===== src/rtl/cell_operand_sequencer.sv =====
// Operand bank and two-state micro-op sequencer feeding the 8-input arithmetic/logic cell.
// Drives the cell's selects from registered controls and writes the cell result back into the bank.
module cell_operand_sequencer #(
    parameter int WIDTH = 32
) (
    input  logic             clk,
    input  logic             rst_n,
    input  logic             instr_valid,
    output logic             instr_ready,
    input  logic [1:0]       instr_op,
    input  logic             instr_bypass,
    input  logic [2:0]       instr_src0,
    input  logic [2:0]       instr_src1,
    input  logic [2:0]       instr_dst,
    input  logic             load_en,
    input  logic [2:0]       load_addr,
    input  logic [WIDTH-1:0] load_data,
    output logic [WIDTH-1:0] reg0,
    output logic [WIDTH-1:0] reg1,
    output logic [WIDTH-1:0] reg2,
    output logic [WIDTH-1:0] reg3,
    output logic [WIDTH-1:0] reg4,
    output logic [WIDTH-1:0] reg5,
    output logic [WIDTH-1:0] reg6,
    output logic [WIDTH-1:0] reg7,
    output logic [2:0]       sel0,
    output logic [2:0]       sel1,
    output logic [1:0]       selOp,
    output logic             byPass,
    input  logic [WIDTH-1:0] result,
    output logic             done,
    output logic [WIDTH-1:0] done_data,
    output logic [15:0]      instr_count
);

    typedef enum logic {
        IDLE = 1'b0,
        EXEC = 1'b1
    } state_t;

    state_t           state;
    logic [WIDTH-1:0] regs [8];
    logic [2:0]       dst;

    assign instr_ready = (state == IDLE);

    assign reg0 = regs[0];
    assign reg1 = regs[1];
    assign reg2 = regs[2];
    assign reg3 = regs[3];
    assign reg4 = regs[4];
    assign reg5 = regs[5];
    assign reg6 = regs[6];
    assign reg7 = regs[7];

    always_ff @(posedge clk or negedge rst_n) begin
        if (!rst_n) begin
            state       <= IDLE;
            regs        <= '{default: '0};
            dst         <= '0;
            sel0        <= '0;
            sel1        <= '0;
            selOp       <= '0;
            byPass      <= 1'b1;
            done        <= 1'b0;
            done_data   <= '0;
            instr_count <= '0;
        end else begin
            done <= 1'b0;

            // Writeback below is the later assignment, so it overrides a load to the same index.
            if (load_en) begin
                regs[load_addr] <= load_data;
            end

            case (state)
                IDLE: begin
                    if (instr_valid) begin
                        sel0   <= instr_src0;
                        sel1   <= instr_src1;
                        selOp  <= instr_op;
                        byPass <= instr_bypass;
                        dst    <= instr_dst;
                        state  <= EXEC;
                    end
                end
                EXEC: begin
                    regs[dst] <= result;
                    done      <= 1'b1;
                    done_data <= result;
                    if (instr_count != 16'hFFFF) begin
                        instr_count <= instr_count + 16'd1;
                    end
                    state <= IDLE;
                end
                default: state <= IDLE;
            endcase
        end
    end

endmodule


===== config.mk =====
export PLATFORM = sky130hd
export DESIGN_NAME = cell_operand_sequencer
export DESIGN_NICKNAME = d
export VERILOG_FILES = /design/src/rtl/cell_operand_sequencer.sv
export SDC_FILE = /design/constraint.sdc
export NUM_CORES = 1
export LEC_CHECK = 0
export CORE_ASPECT_RATIO = 0.7
export CORE_UTILIZATION = 29
export CTS_CLUSTER_DIAMETER = 60
export CTS_CLUSTER_SIZE = 30
export DETAILED_ROUTE_END_ITERATION = 7
export SLEW_MARGIN = 5
export SYNTH_ARGS = -nofsm -noshare
export SYNTH_HDL_FRONTEND = slang
export SYNTH_SLANG_ARGS = --single-unit

===== constraint.sdc =====
create_clock -name clk -period 2.1 [get_ports clk]
set_input_delay 0.63 -clock clk [delete_from_list [all_inputs] [get_ports clk]]
set_output_delay 0.63 -clock clk [all_outputs]
set_load 0.01 [all_outputs]

==> metrics.txt <==
Yosys reg bits=318; Crit path max-delay family=flip-flops; crit path max fanout=2; synth top area cells=dfrtp_1 (55%), mux2i_1 (18%), a21oi_1 (4.4%); Initial DRT Pass Iterations=5; Simple-Gate Fraction of Synth Area=9.172%; GP Congestion=0.8354; I/O Buffers=397; die span in x=269.5 microns; vias in the first global route=11710; Worst slew margin=60.30%; total gr overflow=0; most frequent cell after synthesis=dfrtp_1; Ant. Diodes=0; DRC=0; status=finished, final reports clean; layout cells sized above 1=11.64%; max-slew violations=0; largest net degree at the start of global routing=66; largest family of logic cells by synthesized area=multiplexers; Worst-path clk slew=0.07 ns; # rows=68; Synth Area in Adders=0.08612%; Post-Synth XOR/XNOR Area=0.9042%; Main synth FF type=dfrtp_1; Total Power=0.02249 W; top cell type by total area after synthesis=dfrtp_1; top cells by count, synth=dfrtp_1 (317), mux2i_1 (256), nand2_1 (135); Min-Delay Path Class=input pin to asynchronous set/reset pin; # fillers=4888; Compound-Gate Fraction of Synth Area=8.896%; Mean Syn Cell Area=10.73 sq um; Num CTS Buffers=29; Seq/Total Area, Yosys=54.78%; EDFF count, synth=0; worst hold slack=0.4792 ns; RSZ-0062 raised after global routing=no; CP Launch Type=flip-flop; H-tree levels=1; first-pass GRT wire length=78.09 mm; Final Hold Viols=0; Final Cycle Share=96.41%; WP data arrival=1.39 ns; Ys Warns=0; clock buffer depth=3; latest clock arrival within the worst-skew pair=0.58 ns; TritonCTS clock tree=done; critical-path cell list=inv_1 > dlygate4sd2_1; Synth top area share=54.60%; worst-margin pin slew=0.5955 ns; required time worst endpoint=1.47 ns; WP buf/inv=2; PD cells=1111 nW/um^2; critical path endpoint category=output pin; Syn Inst Count=1354; Critical-path top delay cell=dfrtp_2; die area=51010 sq um; Max IR drop VDD=0.5350 mV; Min Clock Period, post-route=2.025 ns; P_leak=9.372 nW; drt wl/cell=21.59 microns; final net count=1808; post-synthesis mux area share=21.12%; drt total wl=52.00 mm; antenna-violating nets left=0; Yosys cell types=33; Vias=11490; Avg Vias per Cell=4.769; Initial DRC Count=656; Mapped Nets=1438; Setup-failing EPs final=0; DP Wirelength=36.59 mm; chip height=189.3 microns; FMAX=493.9 MHz; CTS sink cnt=318; Core Region=49350 sq um; GRT Resource Usage Total=20.11%; critical setup path kind=flip-flop to output pin; io pins=398; total of max-cap violations=0; initial antenna violation count=0; P&R area growth vs syn=39.28%; Synth async-reset ratio=100.0%; Initial Utilization=29.44%; Setup Skew=0.03078 ns; Clock Tree Root=clkbuf_16; max incr delay on CP=0.44 ns; post-synth design cell area=14530 sq um
## layout make-up
type	instances	area (sq um)	share of cell area [%]
well taps	665	832.0	4.112
clock inverters	17	234.0	1.156
repair buffers	492	4563	22.55
flip-flops and latches	318	7965	39.36
inverters	2	7.507	0.03710
multi-input cells	881	5869	29.01
clock buffers	34	764.5	3.778
## metrics by stage
stage          utilization, %  TNS [ns]  std cells  setup WS, ns  instance area [sq um]
4_1_cts                 41.01         0       2409       0.01224                  20240
3_3_place_gp            39.57    -27.46       2345       -0.1978                  19530
6_report                41.01         0       2409       0.07531                  20240
5_1_grt                 41.01         0       2409      0.005207                  20240
2_1_floorplan               -         0       1354        0.3257                  14530
3_5_place_dp            39.57    -33.07       2345       -0.2397                  19530
## flip-flops by register name, indices dropped and copies added, names as in the netlist, 32 cells and up
| signal | flops |
|---|---|
| done_data | 32 |
| reg0 | 32 |
| reg1 | 32 |
| reg2 | 32 |
| reg3 | 32 |
| reg4 | 32 |
| reg5 | 32 |
| reg6 | 32 |
| reg7 | 32 |
## layout by cell type (no fill, tap or decap), types with 4 or more instances in the layout
cell type and count:
o21ai_0 102, nand2_1 135, a21oi_1 128, nor2_1 130, dlygate4sd2_1 315, buf_4 73
dfrtp_2 5, mux2_2 45, xnor2_1 14, clkinv_8 4, dfrtp_1 312, nor3_4 4
inv_8 4, buf_12 21, mux2i_1 256, nand3_1 6, nand4b_1 6, clkbuf_16 29
nand4_1 12, nor3b_4 4, clkdlybuf4s50_1 81, o21ai_1 26
## per-layer routing
layer	vias up	GRT usage, %	wire, microns
met3	59	5.010	3681
met5	-	0	0
met4	0	4.458	1044
met2	350	31.98	23770
met1	5712	27.58	23500
li1	5367	-	-
## cells by family after synthesis
group                      after synthesis
muxes                                  301
AOI/OAI and AO/OA                      257
DFF                                    318
and+or+nand+nor                        307
buffers and inverters                  155
adders and majority gates                1
xor gates and xnor gates                15
## path summary, 6_finish.rpt
check / start / to / slack [ns] / depth (start not counted)
worst max-delay path: state / instr_ready / 0.08 / 2
worst min-delay path: rst_n / instr_count[3] / 0.48 / 2
max in group asynchronous: rst_n / reg2[4] / 0.85 / 4
worst max register to register: state / reg3[5] / 0.21 / 6
min in group clk: selOp[0] / selOp[0] / 0.50 / 1
worst min register to register: selOp[0] / selOp[0] / 0.50 / 1
## timing repair
| item | in CTS | in global routing |
|---|---|---|
| hold buffers | 1 | 0 |
| gates resized for setup | 319 | 0 |
| hold endpoints to repair | 21 | 0 |
| setup endpoints to repair | 315 | 0 |
| buffers inserted | 12 | 0 |
## worst reg2reg max path, stage by stage, from the launching register on
cell and delay, ns:
dfrtp_2 0.44, buf_4 0.17, buf_4 0.26, nand4b_1 0.19, buf_4 0.50, nor2_1 0.12, a21oi_1 0.14
## power breakdown
group          total, W  internal, W  leakage [nW]  switching, W
sequential      0.00932      0.00814          3.74       0.00118
combinational   0.00748      0.00354          5.15       0.00394
clock           0.00569      0.00297         0.484       0.00272
total            0.0225       0.0147          9.37       0.00783
Note: power is estimated with default switching activity, not from simulation.
